## config.mk

```make
export PLATFORM = sky130hd
export DESIGN_NAME = elink_tx_arbiter
export DESIGN_NICKNAME = d
export VERILOG_FILES = /design/src/rtl/elink_pkg.sv /design/src/rtl/elink_arb_pick.sv /design/src/rtl/elink_tx_arbiter.sv
export SDC_FILE = /design/constraint.sdc
export NUM_CORES = 1
export LEC_CHECK = 0
export ABC_AREA = 1
export BUFFER_PORTS_ARGS = -buffer_cell sky130_fd_sc_hd__buf_2
export CAP_MARGIN = 20
export CORE_AREA = 2 2 165 167
export DETAILED_ROUTE_END_ITERATION = 7
export DIE_AREA = 0 0 167 169
export PLACE_DENSITY = 0.47
export SYNTH_ARGS = -nofsm -noshare
export SYNTH_HDL_FRONTEND = slang
export SYNTH_HIERARCHICAL = 1
export SYNTH_SLANG_ARGS = --single-unit
```

## constraint.sdc

```tcl
create_clock -name clkin -period 6.6 [get_ports clkin]
set_input_delay 0 -clock clkin [delete_from_list [all_inputs] [get_ports clkin]]
set_output_delay 0 -clock clkin [all_outputs]
set_load 0.02 [all_outputs]
```

## src/rtl/elink_pkg.sv

```systemverilog
// -----------------------------------------------------------------------------
// elink_pkg
// Shared definitions for the eLink transmit arbiter slice.
//   - Channel index constants used to address the per-channel request and
//     grant vectors (CH_RR, CH_WR, CH_RD).
//   - owner_t: 2-bit encoding of the channel that received the last grant.
//   - PW_DEFAULT: default emesh packet width.
//   - BURST_W: width of the burst counter (MAX_BURST may be 1..15).
//   - onehot_to_owner: converts a one-hot grant vector into an owner_t.
// -----------------------------------------------------------------------------
package elink_pkg;

  localparam int PW_DEFAULT = 104;

  localparam int CH_RR  = 0;
  localparam int CH_WR  = 1;
  localparam int CH_RD  = 2;
  localparam int NUM_CH = 3;

  localparam int BURST_W = 4;

  typedef enum logic [1:0] {
    OWN_RR = 2'd0,
    OWN_WR = 2'd1,
    OWN_RD = 2'd2
  } owner_t;

  // A grant vector with no bit set maps to OWN_RR; callers only use the
  // result when some grant is active.
  function automatic owner_t onehot_to_owner(input logic [NUM_CH-1:0] grant);
    owner_t owner;
    owner = OWN_RR;
    if (grant[CH_WR]) begin
      owner = OWN_WR;
    end else if (grant[CH_RD]) begin
      owner = OWN_RD;
    end
    return owner;
  endfunction

endpackage

```

## src/rtl/elink_arb_pick.sv

```systemverilog
// -----------------------------------------------------------------------------
// elink_arb_pick
// Purely combinational winner selection for the eLink transmit arbiter.
//
// Ports:
//   access     in  [NUM_CH]   request bits, indexed by CH_RR/CH_WR/CH_RD
//   last_owner in  owner_t    channel that received the most recent grant
//   burst_cnt  in  [BURST_W]  consecutive contended grants to last_owner
//   rr_ptr     in  owner_t    preferred channel of the wr/rd pair (WR or RD)
//   grant      out [NUM_CH]   one-hot winner, all zero when nobody requests
//
// The winner is chosen from the "eligible" set: normally every requester,
// but once last_owner has used up its burst while someone else is waiting,
// last_owner is dropped from the set for this one decision. Inside the
// eligible set rr always wins, and wr/rd are split by rr_ptr.
// -----------------------------------------------------------------------------
module elink_arb_pick
  import elink_pkg::*;
#(
  parameter int MAX_BURST = 4
)
(
  input  logic [NUM_CH-1:0]  access,
  input  owner_t             last_owner,
  input  logic [BURST_W-1:0] burst_cnt,
  input  owner_t             rr_ptr,
  output logic [NUM_CH-1:0]  grant
);

  logic [NUM_CH-1:0] owner_mask;
  logic [NUM_CH-1:0] eligible;
  logic              others_req;
  logic              limit_hit;

  // Decode last_owner into a mask so it can be removed from the request set.
  always_comb begin
    owner_mask = '0;
    case (last_owner)
      OWN_WR:  owner_mask[CH_WR] = 1'b1;
      OWN_RD:  owner_mask[CH_RD] = 1'b1;
      default: owner_mask[CH_RR] = 1'b1;
    endcase
  end

  // The burst limit only bites when some other channel is actually waiting;
  // a lone requester is never excluded.
  always_comb begin
    others_req = |(access & ~owner_mask);
    limit_hit  = others_req && (burst_cnt >= BURST_W'(MAX_BURST));
    eligible   = limit_hit ? (access & ~owner_mask) : access;
  end

  // Strict rr priority, then the wr/rd pair resolved by rr_ptr when both
  // are eligible. With rr excluded this naturally falls back to wr/rd, and
  // with wr or rd excluded it naturally picks rr or the other of the pair.
  always_comb begin
    grant = '0;
    if (eligible[CH_RR]) begin
      grant[CH_RR] = 1'b1;
    end else if (eligible[CH_WR] && eligible[CH_RD]) begin
      if (rr_ptr == OWN_RD) begin
        grant[CH_RD] = 1'b1;
      end else begin
        grant[CH_WR] = 1'b1;
      end
    end else if (eligible[CH_WR]) begin
      grant[CH_WR] = 1'b1;
    end else if (eligible[CH_RD]) begin
      grant[CH_RD] = 1'b1;
    end
  end

endmodule

```

## src/rtl/elink_tx_arbiter.sv

```systemverilog
// -----------------------------------------------------------------------------
// elink_tx_arbiter
// Shares one eLink transmit channel between the read-response (rr), write
// (wr) and read (rd) emesh requesters through a single registered output
// slot with wait back-pressure.
//
// Ports:
//   clkin       in   single clock
//   hard_reset  in   synchronous, active-high reset
//   enable      in   1 = accept new packets, 0 = only drain the held packet
//   rr_access   in   read-response request valid
//   rr_packet   in   [PW] read-response packet
//   rr_wait     out  1 = rr not accepted this cycle
//   wr_access   in   write request valid
//   wr_packet   in   [PW] write packet
//   wr_wait     out  1 = wr not accepted this cycle
//   rd_access   in   read request valid
//   rd_packet   in   [PW] read packet
//   rd_wait     out  1 = rd not accepted this cycle
//   tx_access   out  registered output valid
//   tx_packet   out  [PW] registered output packet
//   tx_wait     in   downstream back-pressure
//   idle        out  1 = slot empty and nothing requesting
//
// Parameters:
//   PW         packet width
//   MAX_BURST  consecutive contended grants allowed to one channel (1..15)
// -----------------------------------------------------------------------------
module elink_tx_arbiter
  import elink_pkg::*;
#(
  parameter int PW        = PW_DEFAULT,
  parameter int MAX_BURST = 4
)
(
  input  logic          clkin,
  input  logic          hard_reset,
  input  logic          enable,
  input  logic          rr_access,
  input  logic [PW-1:0] rr_packet,
  output logic          rr_wait,
  input  logic          wr_access,
  input  logic [PW-1:0] wr_packet,
  output logic          wr_wait,
  input  logic          rd_access,
  input  logic [PW-1:0] rd_packet,
  output logic          rd_wait,
  output logic          tx_access,
  output logic [PW-1:0] tx_packet,
  input  logic          tx_wait,
  output logic          idle
);

  logic [NUM_CH-1:0]  access;
  logic [NUM_CH-1:0]  pick_grant;
  logic [NUM_CH-1:0]  grant;
  logic               load;
  logic               any_grant;
  logic               others_new;
  logic [PW-1:0]      next_packet;
  owner_t             grant_owner;

  owner_t             last_owner;
  owner_t             rr_ptr;
  logic [BURST_W-1:0] burst_cnt;

  assign access[CH_RR] = rr_access;
  assign access[CH_WR] = wr_access;
  assign access[CH_RD] = rd_access;

  // The slot may take a new packet when it is empty or being emptied this
  // cycle. Reset is folded in so no requester sees an acceptance that the
  // reset would throw away.
  assign load = enable & ~hard_reset & (~tx_access | ~tx_wait);

  elink_arb_pick #(
    .MAX_BURST (MAX_BURST)
  ) u_pick (
    .access     (access),
    .last_owner (last_owner),
    .burst_cnt  (burst_cnt),
    .rr_ptr     (rr_ptr),
    .grant      (pick_grant)
  );

  // A pick only becomes a grant on a load cycle; the waits are the inverse
  // of the qualified grant so at most one requester is released per cycle.
  always_comb begin
    grant       = pick_grant & {NUM_CH{load}};
    any_grant   = |grant;
    others_new  = |(access & ~grant);
    grant_owner = onehot_to_owner(grant);
  end

  assign rr_wait = ~grant[CH_RR];
  assign wr_wait = ~grant[CH_WR];
  assign rd_wait = ~grant[CH_RD];

  assign idle = ~tx_access & ~(|access);

  // Select the packet of whichever channel is granted this cycle.
  always_comb begin
    next_packet = rr_packet;
    if (grant[CH_WR]) begin
      next_packet = wr_packet;
    end else if (grant[CH_RD]) begin
      next_packet = rd_packet;
    end
  end

  // Output slot: loads on a grant, empties when a load cycle finds nobody
  // requesting, and also empties when the link is quiesced and downstream
  // takes the held packet. Otherwise the packet is held under tx_wait.
  always_ff @(posedge clkin) begin
    if (hard_reset) begin
      tx_access <= 1'b0;
      tx_packet <= '0;
    end else if (load) begin
      tx_access <= any_grant;
      if (any_grant) begin
        tx_packet <= next_packet;
      end
    end else if (!tx_wait) begin
      tx_access <= 1'b0;
    end
  end

  // Arbitration history. burst_cnt counts back-to-back grants to the same
  // owner only while somebody else is waiting; an uncontended grant clears
  // it and a change of owner restarts it at one. rr_ptr flips to the other
  // member of the wr/rd pair whenever one of them is served.
  always_ff @(posedge clkin) begin
    if (hard_reset) begin
      last_owner <= OWN_RR;
      rr_ptr     <= OWN_WR;
      burst_cnt  <= '0;
    end else if (any_grant) begin
      last_owner <= grant_owner;
      if (!others_new) begin
        burst_cnt <= '0;
      end else if (grant_owner != last_owner) begin
        burst_cnt <= BURST_W'(1);
      end else if (burst_cnt != '1) begin
        burst_cnt <= burst_cnt + 1'b1;
      end
      if (grant[CH_WR]) begin
        rr_ptr <= OWN_RD;
      end else if (grant[CH_RD]) begin
        rr_ptr <= OWN_WR;
      end
    end
  end

endmodule

```

---- Yosys cells after proc, flatten, opt, wreduce, memory -nomap -nowiden ----
Index checks and enable logic that the tools add are counted.
operators by class
  add/subtract/negate cells ............... 1
  $lt $le $gt $ge ......................... 1
  equality and inequality tests ........... 7
  muxes and demuxes ....................... 23
  bitwise gates (word level) .............. 16
  reduce and logical (&&, ||, !) cells .... 11
operators with widths
  kind                 count
  $mux 104             2
  $mux 2               6
  $mux 4               3
  $reduce_or 3->1      4
  $mux 1               11
  $and 3x3->3          3
  $not 1->1            7
  $not 3->3            2
  $reduce_and 2->1     3
  $add 4x1->4 const B  1
  $eq 2x2->1 const B   2
  $ge 4x3->1 const B   1
  $ne 4x4->1 const B   1
  $and 1x1->1          3
  $mux 3               1
  $ne 3x1->1 const B   1
  $eq 2x1->1 const B   1
  $logic_and 1x1->1    2
  $ne 2x1->1 const B   1
  $ne 2x2->1           1
  $reduce_bool 2->1    1
  $reduce_or 2->1      1
  $or 1x1->1           1
word-level totals
  bits in registers ....................... 113
  output and inout port bits .............. 109
  word-level logic and storage cells ...... 64

---- Longest topological paths before layout ----
  depth after elaboration ................. 18
  mapped depth ............................ 20

---- By module ----
The synthesis kept the hierarchy.
modules (own cells, without submodules)
  module            times used  cells each  area each (um^2)  sequential area each (um^2)
  elink_tx_arbiter  1           873         5953.2            2262.2
  elink_arb_pick    1           41          209.0             0.0

---- Worst setup path after synthesis ----
OpenSTA, ideal clock, no wires.
  path type ............................... register to register
  start ................................... reg last_owner[0]
  end ..................................... reg tx_packet[25]
  arrival time ............................ 2.275 ns
  data required time ...................... 6.485 ns
  path slack .............................. 4.210 ns
  stages on the path, launching flop included .. 20
  path buffers ............................ 2
  clock period less this slack ............ 2.390 ns
  cell sequence ........................... dfxtp_1 inv_1 ha_1 inv_1 nand2_2 nand3_2 nand2_2 nand2_2 nand2_2 nand2_1 nor2_1 nand3_1 nand2_1 inv_2 nand2_4 buf_6 buf_4 nand4_1 o211ai_1 inv_2
on the way
  word-level cells in the longest chain between the ends .. 15
  elaborated cells between the ends (all ways) .. 23
  classes of those cells .................. eq/ne: 2; mux: 12; bitwise: 3; reduce/logical: 6
RTL lines
  element                                                               RTL line                                         source
  start: declaration                                                    elink_tx_arbiter.sv:63                           owner_t last_owner;
  start signal: assignment                                              elink_tx_arbiter.sv:138                          last_owner <= grant_owner;
  $eq 2x1->1 / $eq 2x2->1 (equally long branches)                       elink_arb_pick.sv:38                             case (last_owner)
  $reduce_or 2->1 (no source line)                                      --
  $mux 1                                                                elink_arb_pick.sv:38
  $not 3->3 *                                                           elink_arb_pick.sv:48, elink_arb_pick.sv:50
  $and 3x3->3 *                                                         elink_arb_pick.sv:48, elink_arb_pick.sv:50
  $reduce_or 3->1                                                       elink_arb_pick.sv:48                             others_req = |(access & ~owner_mask);
  $logic_and 1x1->1                                                     elink_arb_pick.sv:49                             limit_hit = others_req && (burst_cnt >= BURST_W'(MAX_BURST));
  $mux 3 *                                                              elink_arb_pick.sv:50                             eligible = limit_hit ? (access & ~owner_mask) : access;
  $mux 1                                                                elink_arb_pick.sv:68                             end else if (eligible[CH_RD]) begin
  $mux 1                                                                elink_arb_pick.sv:66                             end else if (eligible[CH_WR]) begin
  $mux 2                                                                elink_arb_pick.sv:60                             end else if (eligible[CH_WR] && eligible[CH_RD]) begin
  $mux 2 *                                                              elink_arb_pick.sv:58                             if (eligible[CH_RR]) begin
  via pick_grant[2]                                                     elink_tx_arbiter.sv:55                           logic [NUM_CH-1:0] pick_grant;
  $and 3x3->3 *                                                         elink_tx_arbiter.sv:89                           grant = pick_grant & {NUM_CH{load}};
  $reduce_or 3->1 / $mux 104 (equally long branches)                    elink_tx_arbiter.sv:90, elink_tx_arbiter.sv:106
  $reduce_and 2->1 (no source line) / $mux 104 (equally long branches)  --
  end signal: assignment                                                elink_tx_arbiter.sv:121                          tx_packet <= next_packet;
  end: declaration                                                      elink_tx_arbiter.sv:49                           output logic [PW-1:0] tx_packet,
Mark *: on every way through the listed nets, which the timed path passes. The rest lies on a longest branch.
A chain may end at the register's enable or synchronous reset.

---- Worst setup path in the final report ----
  start ................................... reg last_owner[0]
  end ..................................... reg tx_packet[10]
on the way
  elaborated cells between the ends (all ways) .. 23
  classes of those cells .................. eq/ne: 2; mux: 12; bitwise: 3; reduce/logical: 6
RTL lines
  element                                             RTL line                                    source
  $eq 2x1->1 / $eq 2x2->1 (equally long branches)     elink_arb_pick.sv:38
  $reduce_or 2->1 (no source line)                    --
  $mux 1                                              elink_arb_pick.sv:38
  $not 3->3 *                                         elink_arb_pick.sv:48, elink_arb_pick.sv:50
  $and 3x3->3 *                                       elink_arb_pick.sv:48, elink_arb_pick.sv:50
  $reduce_or 3->1                                     elink_arb_pick.sv:48
  $logic_and 1x1->1                                   elink_arb_pick.sv:49
  $mux 3 *                                            elink_arb_pick.sv:50
  $mux 1 / $logic_and 1x1->1 (equally long branches)  elink_arb_pick.sv:66, elink_arb_pick.sv:60
  $mux 2                                              elink_arb_pick.sv:60
  $mux 2 *                                            elink_arb_pick.sv:58
  via pick_grant[1]                                   elink_tx_arbiter.sv:55
  $and 3x3->3 *                                       elink_tx_arbiter.sv:89
  $reduce_or 3->1                                     elink_tx_arbiter.sv:90                      any_grant = |grant;
  $reduce_and 2->1 (no source line)                   --
Marked as above.

==> impl_metrics.toml <==
[routing]
wire_per_inst_um = 13.97
postRouteAntennaNets = 0
drtPass1Iterations = 4
wl_um = 25960
vias_per_cell = 4.533
vias = 8426
initialDrtViolationCount = 396
drc_errors = 0

[final_layout]
fillCellCount = 2739
nNetsFinal = 1828
layoutNonFillerInstCount = 1859
antenna_cells = 0
fin_util_pct = 41.90
drive_gt1_share_pct = 32.15
area_growth_syn_to_layout_pct = 80.18

[worst_setup_path]
crit_arrival_ns = 5.10
critPathMaxFanout = 154
cpLargestDelayFamily = "simple AND/OR/NAND/NOR gates"
startpoint_type = "register"
cpMostUsedCell = "nand2_2"
worst-path-buf-inv = 6
cp-end-kind = "register"
path_class = "reg -> reg"
path_cells = "inv_1, ha_1, inv_1, nand2_2, nand3_2, nand2_2, nand2_2, nand2_2, nand2_1, nor2_1, nand3_2, nand2_1, clkinv_2, nand2_8, buf_4, nand4_1, dlygate4sd3_1, o211ai_1, inv_1"
max_stage_delay_ns = 0.87
cp_data_required_time_ns = 6.89
slowest_stage = "nand2_8"

[clock_network]
cts_tree = "built"
numCtsBuffers = 17
cts_sinks = 113
htreeDepth = 4
clkTransAtPathRegs_ns = 0.05
cts_root_buf = "clkbuf_16"
cts_setup_buffers = 0
cts_buffer_depth = 2
clkLatencyLatePin_ns = 0.40

[die]
num_rows = 60
die_y_um = 169
dieArea_um2 = 28220
io-pin-count = 428
dieWidth_um = 167
core_um2 = 26500
start_util_pct = 23.25

[synth]
synthTopCellsByArea = "dfxtp_1 37%, nand2_1 21%, o211ai_1 13%, nand4_1 11%, inv_1 7.2%"
syn_area_per_cell_um2 = 6.742
synth.distinct_cells = 26
ys_seq_area_share_pct = 36.71
synth-main-ff-cell = "dfxtp_1"
netlist_instances = 914
synth_top_cell_area_share_pct = 36.71
synth_edf_count = 0
synth_warnings = 6
synth_area_leader_cell = "dfxtp_1"
postSynth.asyncResetShare_pct = 0
ys_ff_latch = 113
syn_area_um2 = 6162
synthesis.nets = 1236

[grt]
grt_pass1_wl_um = 40810
grt_max_degree = 155
globalRouteOverflowTotal = 0
antenna_found_initial = 0
grt_pass1_vias = 8358
grtUsageTotal_pct = 17.71

[power]
p_int_mw = 1.694
power_frac_comb_pct = 30.6
pwr-share-clk_pct = 36.2
power_density_nw_per_um2 = 225.2
cellLeakagePower_nw = 5.552
pwr-share-seq_pct = 33.1
ir_drop_uv = 118.7
power.switching_mw = 0.8061
p_sw_share_pct = 32.25

[timing]
setup_slack_ns = 1.794
rsz0062_at_grt = "no"
clock.fmax_mhz = 208.1
maxSlewHeadroom_pct = 35.15
hold_viol_final = 0
hold_ws_ns = 0.01485
worst_pin_slew_ns = 0.9728
drv_slew = 0
finalSetupViolCount = 0
skew_ns = 0.006605
min_period_ns = 4.806
finalCritPeriodShare_pct = 72.82
fin_tns_setup_ns = 0

[placement]
hpwl_um = 17180
post-place-cells = 1619
post-place-ws_ns = 2.303
gp_congestion = 0.8183
portBuffers = 427

[min_path]
hold_path.class = "in -> reg"

[run_status]
outcome = "finished clean"

[job]
drv_cap = 0
[synthesized netlist by cell type, types with 2 or more instances]
| master | instances |
|---|---|
| buf_1 | 2 |
| nand2_1 | 341 |
| nand4_1 | 107 |
| a21oi_1 | 5 |
| inv_1 | 118 |
| nand3_1 | 12 |
| dfxtp_1 | 113 |
| nor2_1 | 10 |
| nand2_2 | 7 |
| nand2_4 | 2 |
| o211ai_1 | 104 |
| buf_4 | 10 |
| clkbuf_1 | 22 |
| ha_1 | 3 |
| nand4_2 | 2 |
| xor2_1 | 2 |
| inv_2 | 11 |
| nand3_2 | 2 |
| buf_6 | 2 |
| a31oi_1 | 2 |
| buf_2 | 32 |
[per-layer routing]
| layer | vias to the layer above | wire length, µm | track usage, % |
|---|---|---|---|
| met5 | - | 0 | 0 |
| met4 | 0 | 766 | 7.384 |
| met3 | 46 | 1769 | 4.185 |
| met2 | 357 | 12780 | 31.69 |
| met1 | 3801 | 10650 | 20.20 |
| li1 | 4222 | - | - |
[area by class of cell]
cell class / count / area, µm² / share of cell area [%]
clock buffer: 21 / 460.4 / 4.147
clock inverter: 10 / 111.4 / 1.003
inverter: 129 / 489.2 / 4.406
multi-input combinational: 604 / 3077 / 27.71
sequential: 113 / 2262 / 20.37
tap: 341 / 426.7 / 3.843
timing repair buffer: 641 / 4277 / 38.52
[stage by stage]
| step | instance area, µm² | total power, mW |
|---|---|---|
| 6_report | 11100 | 2.500 |
| 5_1_grt | 11100 | 2.651 |
| 4_1_cts | 11080 | 2.536 |
| 3_5_place_dp | 8429 | 1.474 |
| 3_3_place_gp | 8429 | 1.479 |
| 2_1_floorplan | 6162 | 1.222 |
[path summary, 6_finish.rpt]
kind	start	to	slack, ns	cells after the start
hold / removal	tx_wait	tx_access	0.01	5
setup / recovery	last_owner[0]	tx_packet[10]	1.79	19
setup reg to reg	last_owner[0]	tx_packet[10]	1.79	19
hold reg to reg	rr_ptr[1]	rr_ptr[1]	0.47	2
[cell usage in the layout, fill, tap and decap left out, types with 10 or more instances in the layout]
master and instances:
nand3_1 12, clkbuf_16 17, nor2_1 10, dfxtp_1 113, o211ai_1 104, buf_2 427
inv_1 117, nand2_1 341, dlygate4sd3_1 208, nand4_1 107
[registers in the layout (all words and copies together) (netlist names)]
name	flops
last_owner	2
tx_access	1
tx_packet	104
rr_ptr	2
burst_cnt	4
[power by group through the flow]
stage | Clock, mW | Sequential, mW | Combinational (mW)
2_1_floorplan | 0 | 0.946 | 0.276
3_3_place_gp | 0 | 0.840 | 0.639
3_5_place_dp | 0 | 0.839 | 0.635
4_1_cts | 0.941 | 0.827 | 0.768
5_1_grt | 0.969 | 0.841 | 0.841
6_report | 0.906 | 0.828 | 0.766
[timing repair]
action                    4_1_cts  5_1_grt
hold buffers                  208        0
hold endpoints to repair      105        0
resized for setup               0        0
[kinds of logic after synthesis]
logic type	count (synthesis)	synth area share (%)
simple gates	486	35.41
buf+inv	197	13.50
compound gates	113	13.48
flops	113	36.71
fa+ha+maj	3	0.6092
xor+xnor	2	0.2843
[tightest hold or removal path, cell delays in order]
cell	delay (ns)
buf_2	0.08
nand2_2	0.10
nand3_1	0.11
nand2_1	0.05
inv_1	0.04
No activity file was read; power rests on OpenSTA's default activity.
